==> src/rtl/hamming_pkg.sv <==
// Shared definitions for the Hamming(38,32) SEC scrubber: codeword geometry,
// scrub FSM state encoding and syndrome classification helpers.
package hamming_pkg;

  localparam int unsigned CW_W    = 38;
  localparam int unsigned SYN_W   = 6;
  localparam int unsigned MAX_POS = 38;

  typedef enum logic [2:0] {
    IDLE,
    RD,
    WAIT,
    CHK,
    WB,
    NEXT
  } scrub_state_t;

  // Syndromes 1..MAX_POS name a single flipped bit; anything above is a multi-bit error.
  function automatic logic syn_correctable(input logic [SYN_W-1:0] s);
    return (s != '0) && (s <= SYN_W'(MAX_POS));
  endfunction

  function automatic logic syn_uncorrectable(input logic [SYN_W-1:0] s);
    return s > SYN_W'(MAX_POS);
  endfunction

endpackage

==> src/rtl/hamming_scrub_ctrl_if.sv <==
// Memory port and error-correction datapath bundle seen by the scrubber.
// master = scrubber side, slave = memory / ECC datapath side.
interface hamming_scrub_ctrl_if #(
  parameter int unsigned ADDR_W = 8
);

  logic                           mem_en;
  logic                           mem_we;
  logic [ADDR_W-1:0]              mem_addr;
  logic [hamming_pkg::CW_W-1:0]   mem_wdata;
  logic [hamming_pkg::CW_W-1:0]   mem_rdata;
  logic [hamming_pkg::CW_W-1:0]   chk_word;
  logic [hamming_pkg::CW_W-1:0]   chk_corrected;
  logic [hamming_pkg::SYN_W-1:0]  chk_syndrome;

  modport master (
    output mem_en, mem_we, mem_addr, mem_wdata, chk_word,
    input  mem_rdata, chk_corrected, chk_syndrome
  );

  modport slave (
    input  mem_en, mem_we, mem_addr, mem_wdata, chk_word,
    output mem_rdata, chk_corrected, chk_syndrome
  );

endinterface

==> src/rtl/hamming_scrub_ctrl_sat_counter.sv <==
// 16-bit (default) saturating event counter with synchronous clear taking
// priority over a same-cycle increment.
module scrub_sat_counter #(
  parameter int unsigned W = 16
) (
  input  logic         clk,
  input  logic         rst,
  input  logic         i_inc,
  input  logic         i_clr,
  output logic [W-1:0] o_count
);

  logic [W-1:0] r_count;

  always_ff @(posedge clk or posedge rst) begin
    if (rst) begin
      r_count <= '0;
    end else if (i_clr) begin
      r_count <= '0;
    end else if (i_inc && (r_count != '1)) begin
      r_count <= r_count + 1'b1;
    end
  end

  assign o_count = r_count;

endmodule

==> src/rtl/hamming_scrub_ctrl.sv <==
// Background scrubber for Hamming(38,32) memory; yields the port to the CPU.
// Optional macro SCRUB_IRQ_EN adds err_irq / err_irq_clr behaviour.
module hamming_scrub_ctrl
  import hamming_pkg::*;
#(
  parameter int unsigned ADDR_W     = 8,
  parameter int unsigned INTERVAL   = 1024,
  parameter int unsigned IRQ_THRESH = 16
) (
  input  logic                      clk,
  input  logic                      rst,
  input  logic                      scrub_en,
  input  logic                      cpu_req,
  hamming_scrub_ctrl_if.master      bus,
  output logic                      scrub_busy,
  output logic                      pass_done,
  output logic [15:0]               corr_count,
  output logic [15:0]               uncorr_count,
  output logic [ADDR_W-1:0]         last_err_addr,
  output logic                      err_irq,
  input  logic                      err_irq_clr
);

  localparam int unsigned CNT_W = (INTERVAL > 1) ? $clog2(INTERVAL) : 1;

  scrub_state_t       r_state;
  scrub_state_t       w_next;
  logic [CNT_W-1:0]   r_cnt;
  logic [ADDR_W-1:0]  r_addr;
  logic [CW_W-1:0]    r_chk_word;
  logic [CW_W-1:0]    r_wdata;
  logic [ADDR_W-1:0]  r_last_err;

  logic w_cnt_done;
  logic w_syn_corr;
  logic w_syn_uncorr;
  logic w_mem_en;
  logic w_mem_we;
  logic w_pass_done;
  logic w_corr_inc;
  logic w_uncorr_inc;
  logic w_corr_clr;

  assign w_cnt_done   = (r_cnt == CNT_W'(INTERVAL - 1));
  assign w_syn_corr   = syn_correctable(bus.chk_syndrome);
  assign w_syn_uncorr = syn_uncorrectable(bus.chk_syndrome);

  always_ff @(posedge clk or posedge rst) begin
    if (rst) begin
      r_state <= IDLE;
    end else begin
      r_state <= w_next;
    end
  end

  always_comb begin
    w_next = r_state;
    case (r_state)
      IDLE:    if (scrub_en && w_cnt_done) w_next = RD;
      RD:      if (!cpu_req) w_next = WAIT;
      WAIT:    w_next = CHK;
      CHK:     w_next = w_syn_corr ? WB : NEXT;
      WB:      if (!cpu_req) w_next = NEXT;
      NEXT:    w_next = IDLE;
      default: w_next = IDLE;
    endcase
  end

  // Strobes are gated by cpu_req combinationally so the CPU always wins the port.
  always_comb begin
    w_mem_en     = 1'b0;
    w_mem_we     = 1'b0;
    w_pass_done  = 1'b0;
    w_corr_inc   = 1'b0;
    w_uncorr_inc = 1'b0;
    case (r_state)
      RD:   w_mem_en = !cpu_req;
      WB: begin
        w_mem_en = !cpu_req;
        w_mem_we = !cpu_req;
      end
      CHK: begin
        w_corr_inc   = w_syn_corr;
        w_uncorr_inc = w_syn_uncorr;
      end
      NEXT: w_pass_done = (r_addr == '1);
      default: ;
    endcase
  end

  always_ff @(posedge clk or posedge rst) begin
    if (rst) begin
      r_cnt      <= '0;
      r_addr     <= '0;
      r_chk_word <= '0;
      r_wdata    <= '0;
      r_last_err <= '0;
    end else begin
      if (r_state == IDLE) begin
        r_cnt <= (scrub_en && !w_cnt_done) ? r_cnt + 1'b1 : '0;
      end
      if (r_state == WAIT) begin
        r_chk_word <= bus.mem_rdata;
      end
      if ((r_state == CHK) && (w_syn_corr || w_syn_uncorr)) begin
        r_last_err <= r_addr;
      end
      if ((r_state == CHK) && w_syn_corr) begin
        r_wdata <= bus.chk_corrected;
      end
      if (r_state == NEXT) begin
        r_addr <= r_addr + 1'b1;
      end
    end
  end

  scrub_sat_counter #(.W(16)) u_corr_cnt (
    .clk     (clk),
    .rst     (rst),
    .i_inc   (w_corr_inc),
    .i_clr   (w_corr_clr),
    .o_count (corr_count)
  );

  scrub_sat_counter #(.W(16)) u_uncorr_cnt (
    .clk     (clk),
    .rst     (rst),
    .i_inc   (w_uncorr_inc),
    .i_clr   (1'b0),
    .o_count (uncorr_count)
  );

`ifdef SCRUB_IRQ_EN
  logic r_err_irq;

  assign w_corr_clr = err_irq_clr;

  // Raised on the edge the count reaches the threshold; clear beats a same-cycle increment.
  always_ff @(posedge clk or posedge rst) begin
    if (rst) begin
      r_err_irq <= 1'b0;
    end else if (err_irq_clr) begin
      r_err_irq <= 1'b0;
    end else if (w_corr_inc && (corr_count == 16'(IRQ_THRESH - 1))) begin
      r_err_irq <= 1'b1;
    end
  end

  assign err_irq = r_err_irq;
`else
  logic w_unused_irq;

  assign w_unused_irq = err_irq_clr ^ (IRQ_THRESH != 0);
  assign w_corr_clr   = 1'b0;
  assign err_irq      = 1'b0;
`endif

  assign bus.mem_en    = w_mem_en;
  assign bus.mem_we    = w_mem_we;
  assign bus.mem_addr  = r_addr;
  assign bus.mem_wdata = r_wdata;
  assign bus.chk_word  = r_chk_word;

  assign scrub_busy    = (r_state != IDLE);
  assign pass_done     = w_pass_done;
  assign last_err_addr = r_last_err;

endmodule

==> src/flat_wrapper.sv <==
// flat-port wrapper written by rule: the top's interface ports become plain ports
module hamming_scrub_ctrl_flat import hamming_pkg::*;
#(
  parameter int unsigned ADDR_W     = 8,
  parameter int unsigned INTERVAL   = 1024,
  parameter int unsigned IRQ_THRESH = 16
)
  (clk, rst, scrub_en, cpu_req, scrub_busy, pass_done, corr_count, uncorr_count, last_err_addr, err_irq, err_irq_clr, bus_mem_en, bus_mem_we, bus_mem_addr, bus_mem_wdata, bus_chk_word, bus_mem_rdata, bus_chk_corrected, bus_chk_syndrome);
  hamming_scrub_ctrl_if #(.ADDR_W(ADDR_W)) bus_i ();
  input  logic clk;
  input  logic rst;
  input  logic scrub_en;
  input  logic cpu_req;
  output logic scrub_busy;
  output logic pass_done;
  output logic [15:0] corr_count;
  output logic [15:0] uncorr_count;
  output logic [ADDR_W-1:0] last_err_addr;
  output logic err_irq;
  input  logic err_irq_clr;
  output wire logic [$bits(bus_i.mem_en)-1:0] bus_mem_en;
  output wire logic [$bits(bus_i.mem_we)-1:0] bus_mem_we;
  output wire logic [$bits(bus_i.mem_addr)-1:0] bus_mem_addr;
  output wire logic [$bits(bus_i.mem_wdata)-1:0] bus_mem_wdata;
  output wire logic [$bits(bus_i.chk_word)-1:0] bus_chk_word;
  input wire logic [$bits(bus_i.mem_rdata)-1:0] bus_mem_rdata;
  input wire logic [$bits(bus_i.chk_corrected)-1:0] bus_chk_corrected;
  input wire logic [$bits(bus_i.chk_syndrome)-1:0] bus_chk_syndrome;
  assign bus_mem_en = bus_i.mem_en;
  assign bus_mem_we = bus_i.mem_we;
  assign bus_mem_addr = bus_i.mem_addr;
  assign bus_mem_wdata = bus_i.mem_wdata;
  assign bus_chk_word = bus_i.chk_word;
  assign bus_i.mem_rdata = bus_mem_rdata;
  assign bus_i.chk_corrected = bus_chk_corrected;
  assign bus_i.chk_syndrome = bus_chk_syndrome;
  hamming_scrub_ctrl #(.ADDR_W(ADDR_W), .INTERVAL(INTERVAL), .IRQ_THRESH(IRQ_THRESH)) u_core (.clk(clk), .rst(rst), .scrub_en(scrub_en), .cpu_req(cpu_req), .bus(bus_i), .scrub_busy(scrub_busy), .pass_done(pass_done), .corr_count(corr_count), .uncorr_count(uncorr_count), .last_err_addr(last_err_addr), .err_irq(err_irq), .err_irq_clr(err_irq_clr));
endmodule
==> config.mk <==
export PLATFORM = sky130hd
export DESIGN_NAME = hamming_scrub_ctrl_flat
export DESIGN_NICKNAME = d
export VERILOG_FILES = /design/src/rtl/hamming_pkg.sv /design/src/rtl/hamming_scrub_ctrl_if.sv /design/src/rtl/hamming_scrub_ctrl_sat_counter.sv /design/src/rtl/hamming_scrub_ctrl.sv /design/src/flat_wrapper.sv
export SDC_FILE = /design/constraint.sdc
export NUM_CORES = 1
export LEC_CHECK = 0
export BUFFER_PORTS_ARGS = -buffer_cell sky130_fd_sc_hd__buf_2
export CORE_UTILIZATION = 32
export CTS_CLUSTER_SIZE = 28
export DETAILED_ROUTE_END_ITERATION = 8
export PLACE_DENSITY = 0.59
export SLEW_MARGIN = 20
export SYNTH_ARGS = -nofsm -noshare
export SYNTH_HDL_FRONTEND = slang
export SYNTH_HIERARCHICAL = 1
export SYNTH_SLANG_ARGS = --single-unit
==> constraint.sdc <==
create_clock -name clk -period 4.2 [get_ports clk]
set_clock_uncertainty 0.15 [all_clocks]
set_input_delay 0.84 -clock clk [delete_from_list [all_inputs] [get_ports clk]]
set_output_delay 0.84 -clock clk [all_outputs]
set_load 0.05 [all_outputs]
==> results of run 1 <==
## cells in the mapped netlist, drive strengths merged (3+ instances only)
library cell  number
dfrtp            137
mux2              88
a21oi             29
nand2             28
nand3             21
o21ai             21
or4               18
buf               15
nor2              15
or3               14
inv               13
nor3              13
nand4             12
o31ai             12
nor4               8
nor2b              7
nand2b             6
xnor2              6
o41ai              5
and4               4
clkbuf             4
ha                 4
mux2i              4
nand3b             3
## power breakdown
group          internal [mW]  switching (mW)  leakage (nW)
Clock                   1.12           0.600         0.313
Combinational          0.825            2.00          1.83
Sequential              1.75           0.256          1.75
Total                   3.70            2.86          3.90
## sequential cells by signal (all words and copies together), names as in the netlist
register and flops:
u_core/u_uncorr_cnt/o_count 16, u_core/last_err_addr 8, u_core/bus.mem_wdata 38, u_core/bus.mem_addr 8
u_core/bus.chk_word 38, u_core/u_corr_cnt/o_count 16, u_core/r_cnt 10, u_core/r_state 3
## cell type report
| type | count | area [sq um] | area share, % |
|---|---|---|---|
| Sequential cell | 137 | 3430 | 41.8 |
| Multi-Input combinational cell | 338 | 2600 | 31.7 |
| Timing Repair Buffer | 218 | 1130 | 13.8 |
| Clock buffer | 18 | 429 | 5.23 |
| Tap cell | 260 | 325 | 3.96 |
| Clock inverter | 14 | 245 | 2.99 |
| Inverter | 13 | 51.3 | 0.625 |
## logic make-up (layout without fill, tap and decap cells)
group / count (synthesis) / count (layout) / synth area share, %
compound gates: 77 / 77 / 7.63
xor+xnor: 8 / 8 / 1.13
fa+ha+maj: 4 / 4 / 0.807
buf+inv: 34 / 263 / 3.01
flops: 137 / 137 / 55.3
mux: 92 / 92 / 17.2
other cells: 1 / 3 / 0.0605
simple gates: 154 / 154 / 14.9
## per-stage QoR
stage	cells	instance area (sq um)	hold WS [ns]
after floorplan	509	6210	0.320
after global placement	966	7530	0.333
after detailed placement	966	7530	0.336
after CTS	998	8210	0.351
after global routing	998	8210	0.358
final	998	8210	0.348
## worst max-delay path: cells and delay by family, from the launching register on
kind | cells | cell delay (ns)
and+or+nand+nor | 3 | 0.72
DFF | 1 | 0.63
buffers and inverters | 1 | 0.28
## routing by layer
| layer | part of all wire [%] | track usage (%) | vias to the layer above | wire length, um |
|---|---|---|---|---|
| met5 | 0 | 0 | - | 0 |
| met2 | 48 | 25.6 | 148 | 7240 |
| li1 | - | - | 2307 | - |
| met3 | 6.7 | 6.08 | 13 | 1010 |
| met4 | 1.1 | 5.09 | 0 | 170 |
| met1 | 44 | 19.6 | 2314 | 6650 |
## path summary, 6_finish.rpt
path | startpoint | to | slack [ns] | cells past startpoint
setup / recovery | u_core/r_state[0]$_DFFE_PP0P_ | pass_done | 1.17 | 4
hold / removal | u_core/bus.chk_word[25]$_DFFE_PP0P_ | u_core/bus.chk_word[25]$_DFFE_PP0P_ | 0.35 | 1
setup reg to reg | u_core/r_state[0]$_DFFE_PP0P_ | u_core/u_corr_cnt/o_count[13]$_DFFE_PP0P_ | 1.41 | 8
hold reg to reg | u_core/bus.chk_word[25]$_DFFE_PP0P_ | u_core/bus.chk_word[25]$_DFFE_PP0P_ | 0.35 | 1
max in group asynchronous | rst | u_core/r_cnt[6]$_DFFE_PP0P_ | 2.71 | 3
min in group asynchronous | rst | u_core/u_corr_cnt/o_count[3]$_DFFE_PP0P_ | 0.38 | 2
==> flow_metrics.tcl, run 1 <==
set metrics [dict create \
    outcome "complete, no violations" \
    grt_pass1_vias 4787 \
    clk_pin_slew_ns 0.06 \
    grt_util_all_layers_pct 15.9 \
    slew_headroom_pct 34.5 \
    ctsHtreeMaxLevel 4 \
    max_freq_mhz 330 \
    max_stage_delay_ns 0.63 \
    synth_area_sq_um 6200 \
    gpl.final_weighted_congestion 0.739 \
    setup_ws_ns 1.17 \
    post-place-ws_ns 0.953 \
    fin_util_pct 43.6 \
    ys_ff_latch 137 \
    yosysTopAreaCell "dfrtp_1" \
    synth.avg_cell_area_sq_um 12.2 \
    path_class "register to primary output" \
    cp-end-kind "primary output" \
    post_cts_buffers 0 \
    synth_edf_count 0 \
    crit_fanout 11 \
    worst_pin_slew_ns 0.978 \
    cts_tree "yes" \
    ios 216 \
    nets 816 \
    antenna_found_initial 0 \
    synth-main-ff-cell "dfrtp_1" \
    drive_above_1_share_pct 47.8 \
    ys_warn_count 6 \
    viasPerCell 4.79 \
    setup_viol 0 \
    finalSetupTns_ns 0 \
    netlist_top_cells_area "dfrtp_1 55%, mux2_2 14%, a21oi_1 2.3%" \
    grt_overflow_total 0 \
    hold_viol 0 \
    area_growth_pct 32.4 \
    drtAntennaViolNets 0 \
    yosysSeqAreaShare_pct 55.3 \
    crit_required_ns 3.21 \
    numCtsBuffers 17 \
    powerDensity_nw_per_um2 799 \
    cts-hold-fix-buffers 0 \
    drv_cap 0 \
    report.final.slew_viol_count 0 \
    drtPass1Iterations 4 \
    finalWirelength_mm 15.1 \
    vias 4782 \
    arrival_ns 2.04 \
    clockRootBuffer "clkbuf_16" \
    core_sq_um 18800 \
    ys_async_sr_fraction_pct 100 \
    grt_max_degree 63 \
    rsz0062_at_grt "false" \
    min_path_type "register to register" \
    fin_crit_ns 3.03 \
    cp-start-kind "register" \
    grt_pass1_wl_mm 24.6 \
    cts.sinks 137 \
    fill_cells 1766 \
    dieArea_sq_um 19900 \
    num_rows 50 \
    slowest_stage "dfrtp_1" \
    antenna-diode-count 0 \
    crit_chain "and3b_1, and4_1, and3_1, buf_2" \
    final_common_cell "buf_2" \
    final_cell_mix "213 x buf_2, 137 x dfrtp_1, 79 x mux2_2" \
    syn_inst 507 \
    post_drt_wl_per_cell_um 15.1 \
    irDropWorstVdd_uv 454 \
    die-width_um 141 \
    yosys.area.top_type_share_pct 55.3 \
    power.leakage_nw 3.90 \
    post-route-drc-count 0 \
    dp_hpwl_mm 10.6 \
    clockBufferDepth 2 \
    power.total_mw 6.55 \
    min_period_over_period_pct 72.2 \
    synth_cell_types 52 \
    clock_latency_ns 0.42 \
    cts_resized 0 \
    io_buffers 213 \
    first_iter_violations 182 \
    initial_core_util_pct 32.9 \
    dieHeight_um 141 \
]
No activity file was read; power rests on OpenSTA's default activity.
==> run 2, diff against run 1 <==
--- a/config.mk
+++ b/config.mk
@@ -9,7 +9,7 @@
 export CORE_UTILIZATION = 32
 export CTS_CLUSTER_SIZE = 28
 export DETAILED_ROUTE_END_ITERATION = 8
-export PLACE_DENSITY = 0.59
+export PLACE_DENSITY = 0.61
 export SLEW_MARGIN = 20
 export SYNTH_ARGS = -nofsm -noshare
 export SYNTH_HDL_FRONTEND = slang
==> constraint.sdc (replaced) <==
create_clock -name clk -period 2.5 [get_ports clk]
set_clock_uncertainty 0.15 [all_clocks]
set_input_delay 0.5 -clock clk [delete_from_list [all_inputs] [get_ports clk]]
set_output_delay 0.5 -clock clk [all_outputs]
set_load 0.05 [all_outputs]
==> run 2 against run 1 <==
Compared with the run above:
- total power grew 64%
- worst setup slack lost 1.1 ns
- non-clock buffer count increased by 29
- register-to-register slack worse by 1.2 ns
- via count is 4.0% higher
- hold slack got worse by 0.31 ns
- highest routed layer unchanged
- final area rose by 2.1%
==> flow_metrics.tcl, run 2 (synthesis results as in run 1) <==
set metrics [dict create \
    crit_chain "buf_6, and3b_2, and4_4, and3_4, buf_8" \
    powerDensity_nw_per_um2 1290 \
    finalWirelength_mm 15.2 \
    initial_core_util_pct 32.9 \
    cp-end-kind "primary output" \
    max_stage_delay_ns 0.40 \
    die-width_um 141 \
    grt_overflow_total 0 \
    drtPass1Iterations 4 \
    dieHeight_um 141 \
    gpl.final_weighted_congestion 0.775 \
    drv_cap 0 \
    sw_frac_of_total_pct 44.6 \
    antenna_found_initial 0 \
    grt_util_all_layers_pct 15.7 \
    cts-hold-fix-buffers 0 \
    crit_required_ns 1.85 \
    dieArea_sq_um 19900 \
    ios 216 \
    vias 4975 \
    finalSetupTns_ns 0 \
    cp-start-kind "register" \
    cts_tree "yes" \
    cts.sinks 137 \
    clkPwrFrac_pct 23.3 \
    ctsHtreeMaxLevel 4 \
    fin_util_pct 44.5 \
    grt_pass1_vias 4865 \
    arrival_ns 1.78 \
    report.final.slew_viol_count 0 \
    final_common_cell "buf_2" \
    crit_buf_inv 2 \
    viasPerCell 4.84 \
    grt_pass1_wl_mm 24.8 \
    nets 845 \
    clk_pin_slew_ns 0.06 \
    ff2ff_setup_slack_ns 0.18 \
    r2r_start "u_core/r_state[1]$_DFFE_PP0P_" \
    clockRootBuffer "clkbuf_16" \
    numCtsBuffers 17 \
    min_period_over_period_pct 97.3 \
    post-route-drc-count 0 \
    clockBufferDepth 2 \
    io_buffers 213 \
    worst_pin_slew_ns 0.666 \
    min_path_type "primary input to asynchronous set/reset pin" \
    max_freq_mhz 411 \
    core_sq_um 18800 \
    hold_viol 0 \
    drtAntennaViolNets 0 \
    antenna-diode-count 0 \
    p_comb_share_pct 45.8 \
    cp_top_family "simple AND/OR/NAND/NOR gates" \
    path_class "register to primary output" \
    slew_headroom_pct 55.6 \
    rsz0062_at_grt "false" \
    drive_above_1_share_pct 50.5 \
    power.leakage_nw 4.01 \
    seqPwrFrac_pct 30.8 \
    fin_crit_ns 2.43 \
    power_switching_mw 4.80 \
    irDropWorstVdd_uv 742 \
    num_rows 50 \
    setup_viol 0 \
    rr_endpoint "u_core/u_uncorr_cnt/o_count[12]$_DFFE_PP0P_" \
    final_cell_mix "212 x buf_2, 137 x dfrtp_1, 79 x mux2_2" \
    outcome "complete, no violations" \
    crit_fanout 10 \
    first_iter_violations 154 \
    dp_hpwl_mm 10.8 \
    area_growth_pct 35.2 \
    ff2ff_path_depth 8 \
    slowest_stage "dfrtp_1" \
    post_drt_wl_per_cell_um 14.8 \
    clock_latency_ns 0.41 \
    power.internal_mw 5.97 \
    grt_max_degree 56 \
]
-- run 2: layout make-up --
cell class                      count  area [sq um]
Fill cell                        1793         10500
Sequential cell                   137          3430
Multi-Input combinational cell    338          2620
Timing Repair Buffer              247          1360
Clock buffer                       21           470
Tap cell                          260           325
Clock inverter                     11           120
Inverter                           13          52.6
-- run 2: worst max-delay path by stage --
stage,start,end,slack [ns],depth (start not counted)
5_1_grt,u_core/r_state[0]$_DFFE_PP0P_,pass_done,0.004,5
3_5_place_dp,bus_chk_syndrome[2],u_core/u_corr_cnt/o_count[13]$_DFFE_PP0P_,-0.14,9
4_1_cts,u_core/r_state[0]$_DFFE_PP0P_,pass_done,0.02,5
2_1_floorplan,bus_chk_syndrome[2],u_core/u_corr_cnt/o_count[13]$_DFFE_PP0P_,-0.27,11
6_report,u_core/r_state[0]$_DFFE_PP0P_,pass_done,0.07,5
3_3_place_gp,bus_chk_syndrome[2],u_core/u_corr_cnt/o_count[13]$_DFFE_PP0P_,-0.13,9
-- run 2: through the flow --
stage / setup WS (ns) / instance area, sq um / hold WS [ns] / cells / power [mW]
final: 0.0680 / 8380 / 0.0331 / 1027 / 10.8
after global routing: 0.00370 / 8380 / 0.0568 / 1027 / 11.3
after CTS: 0.0221 / 8360 / 0.0424 / 1026 / 10.9
after detailed placement: -0.141 / 7750 / 0.336 / 993 / 8.31
after global placement: -0.132 / 7750 / 0.333 / 993 / 8.25
after floorplan: -0.275 / 6240 / 0.264 / 509 / 7.13
-- run 2: what timing repair did --
action	CTS	global route
resized for setup	4	4
setup endpoints to repair	1	1
setup buffers	1	1
-- run 2: per-layer routing --
layer  vias to the layer above  GRT usage, %  share of wire [%]
met1                      2448          19.6                 44
li1                       2369             -                  -
met4                         0          5.43                1.4
met5                         -             0                  0
met2                       143          25.8                 49
met3                        15          4.76                5.5
-- run 2: power groups by stage --
stage / clock [mW] / combinational (mW) / sequential, mW
detailed placement: 0 / 4.94 / 3.36
finish: 2.52 / 4.93 / 3.32
CTS: 2.58 / 4.96 / 3.33
floorplan: 0 / 1.43 / 5.70
global route: 2.68 / 5.16 / 3.42
global placement: 0 / 4.92 / 3.33
-- run 2: worst register-to-register path: stages (launching register included) --
cell and delay [ns]:
dfrtp_1 0.37, buf_4 0.13, nand3b_4 0.10, nor2_1 0.30, buf_4 0.23, nand3_1 0.08, or4_1 0.43, or3_1 0.33
a21oi_1 0.14
==> run 3, diff against run 2 <==
--- a/config.mk
+++ b/config.mk
@@ -5,6 +5,7 @@
 export SDC_FILE = /design/constraint.sdc
 export NUM_CORES = 1
 export LEC_CHECK = 0
+export ABC_AREA = 1
 export BUFFER_PORTS_ARGS = -buffer_cell sky130_fd_sc_hd__buf_2
 export CORE_UTILIZATION = 32
 export CTS_CLUSTER_SIZE = 28
==> run 3 against run 2 <==
Compared with the run above:
- flip-flop and latch count stayed put
- utilization down 1.5 points
- non-clock buffer count down 26
- combinational power is 16% lower
- final cell count rose by 29%
- clock power about the same
- total power down 8.0%
- critical path type unchanged
- critical path depth stayed put
- sequential power down 2%
- die area up 5.3%
- synthesized cell count increased by 62%
==> flow_metrics.tcl, run 3 <==
set metrics [dict create \
    outcome "complete, no violations" \
    max_stage_delay_ns 0.45 \
    ys_warn_count 6 \
    final_common_cell "nand2_1" \
    post_drt_wl_per_cell_um 12.5 \
    drive_above_1_share_pct 27.8 \
    fin_crit_ns 2.37 \
    post-synth-top-count-cell "nand2_1" \
    clockBufferDepth 2 \
    report.final.slew_viol_count 0 \
    placed_cells 1292 \
    worst_pin_slew_ns 0.722 \
    nets 1137 \
    io_buffers 213 \
    clock_latency_ns 0.42 \
    initial_core_util_pct 33.1 \
    cts_tree "yes" \
    clkPwrFrac_pct 25.4 \
    post_cts_buffers 0 \
    path_class "register to primary output" \
    die-width_um 145 \
    sw_frac_of_total_pct 47.3 \
    viasPerCell 4.40 \
    setup_viol 0 \
    finalSetupTns_ns 0 \
    dp_hpwl_mm 11.7 \
    rr_endpoint "u_core/u_corr_cnt/o_count[1]$_DFFE_PP0P_" \
    rsz0062_at_grt "false" \
    final_cell_mix "398 x nand2_1, 212 x buf_2, 136 x dfrtp_1" \
    min_period_over_period_pct 94.7 \
    ys_ff_latch 137 \
    cp-start-kind "register" \
    stdcell_count 1325 \
    r2r_start "u_core/r_state[2]$_DFFE_PP0P_" \
    drtPass1Iterations 4 \
    grt_max_degree 106 \
    ios 216 \
    core_sq_um 19700 \
    dieArea_sq_um 21000 \
    synth.avg_cell_area_sq_um 7.94 \
    min_path_type "primary input to asynchronous set/reset pin" \
    numCtsBuffers 17 \
    ff2ff_path_depth 12 \
    slew_headroom_pct 51.8 \
    seqPwrFrac_pct 32.7 \
    crit_required_ns 1.85 \
    clockRootBuffer "clkbuf_16" \
    antenna_found_initial 1 \
    power.leakage_nw 4.78 \
    cts-hold-fix-buffers 0 \
    dieHeight_um 145 \
    powerDensity_nw_per_um2 1170 \
    synth_area_sq_um 6540 \
    grt_overflow_total 0 \
    cp-end-kind "primary output" \
    synth-main-ff-cell "dfrtp_1" \
    grt_util_all_layers_pct 16.4 \
    grt_pass1_vias 5475 \
    area_growth_pct 29.8 \
    synth_cell_types 32 \
    vias 5834 \
    fin_util_pct 43.0 \
    cts.sinks 137 \
    ff2ff_setup_slack_ns 0.29 \
    irDropWorstVdd_uv 685 \
    startpoint "u_core/r_state[0]$_DFFE_PP0P_" \
    ctsHtreeMaxLevel 4 \
    ys_async_sr_fraction_pct 100 \
    synth_edf_count 0 \
    synthTopCellsByCount "398 x nand2_1, 137 x dfrtp_1, 58 x nor2_1" \
    power_switching_mw 4.69 \
    yosys.area.top_type_share_pct 52.5 \
    crit_chain "nand3_1, inv_1, nand4_1, nor4_4, buf_4" \
    post-route-drc-count 0 \
    crit_fanout 7 \
    grt_pass1_wl_mm 27.7 \
    drv_cap 0 \
    drtAntennaViolNets 0 \
    arrival_ns 1.72 \
    yosysSeqAreaShare_pct 52.5 \
    first_iter_violations 239 \
    gpl.final_weighted_congestion 0.830 \
    max_freq_mhz 423 \
    slowest_stage "dfrtp_2" \
    power.internal_mw 5.22 \
    hold_viol 0 \
    netlist_top_cells_area "dfrtp_1 52%, nand2_1 23%, nor2_1 3.3%" \
    fill_cells 1994 \
    syn_inst 823 \
    num_rows 51 \
    p_comb_share_pct 41.9 \
    whs_ns 0.0554 \
    finalWirelength_mm 16.5 \
    yosysTopAreaCell "dfrtp_1" \
    clk_pin_slew_ns 0.06 \
]
==> run 3: cell count changes after synthesis, moves of 15 or more <==
| cell | before | now |
|---|---|---|
| nand2_1 | 27 | 398 |
| mux2_2 | 79 | 0 |
| nor2_1 | 15 | 58 |
| inv_1 | 13 | 51 |
| a21oi_1 | 28 | 5 |
| nand4_1 | 10 | 25 |
==> run 3: power by group through the flow <==
stage	Combinational, mW	Clock, mW	Sequential (mW)
after floorplan	1.03	0	5.40
after global placement	4.16	0	3.26
after detailed placement	4.19	0	3.27
after CTS	4.18	2.62	3.25
after global routing	4.43	2.72	3.34
final	4.15	2.52	3.25
==> run 3: timing repair <==
action | CTS | global route
pin swaps | 0 | 0
gates resized for setup | 1 | 1
gates cloned | 0 | 0
endpoints found under the setup margin | 1 | 1
==> run 3: metrics by stage <==
step	power (mW)	instance area, sq um	setup slack, ns
6_report	9.91	8490	0.133
5_1_grt	10.5	8480	0.00534
4_1_cts	10.1	8480	0.00332
3_5_place_dp	7.46	7890	0.195
3_3_place_gp	7.42	7890	0.202
2_1_floorplan	6.43	6580	0.155
==> run 3: kinds of logic after synthesis <==
| kind of cell | share of synthesized area (%) |
|---|---|
| other | 0.0574 |
| adder cells (fa/ha/maj) | 0.766 |
| buffers and inverters | 6.11 |
| flip-flops | 52.5 |
| XOR/XNOR | 2.55 |
| AO/OA/AOI/OAI | 1.68 |
| AND/OR/NAND/NOR | 36.4 |
==> run 3: worst max-delay path, delay by kind of cell (launching register included) <==
| kind | cells | cell delay (ns) |
|---|---|---|
| buffers and inverters | 2 | 0.35 |
| DFF | 1 | 0.45 |
| and+or+nand+nor | 3 | 0.49 |
==> run 3: worst max-delay path by stage <==
stage / end / depth (start not counted) / slack, ns
after floorplan: pass_done / 3 / 0.16
after global placement: u_core/u_corr_cnt/o_count[3]$_DFFE_PP0P_ / 11 / 0.20
after detailed placement: u_core/u_corr_cnt/o_count[15]$_DFFE_PP0P_ / 11 / 0.19
after CTS: pass_done / 5 / 0.003
after global routing: pass_done / 5 / 0.005
final: pass_done / 5 / 0.13
==> run 3: layer usage <==
metal | routed length [um] | GRT usage (%) | share of wire, % | vias to the layer above
met5 | 13 | 0 | 0.079 | -
met4 | 166 | 4.73 | 1.0 | 2
met3 | 981 | 4.72 | 5.9 | 15
met2 | 7650 | 25.8 | 46 | 167
met1 | 7740 | 22.0 | 47 | 2656
li1 | - | - | - | 2994
==> run 3: cell type report <==
cell class	count	area (sq um)	share of cell area (%)
Tap cell	265	332	3.91
Inverter	60	230	2.71
Multi-Input combinational cell	609	2760	32.5
Timing Repair Buffer	221	1140	13.4
Antenna cell	1	2.50	0.0295
Clock buffer	17	425	5.01
Sequential cell	137	3430	40.4
Clock inverter	15	165	1.95
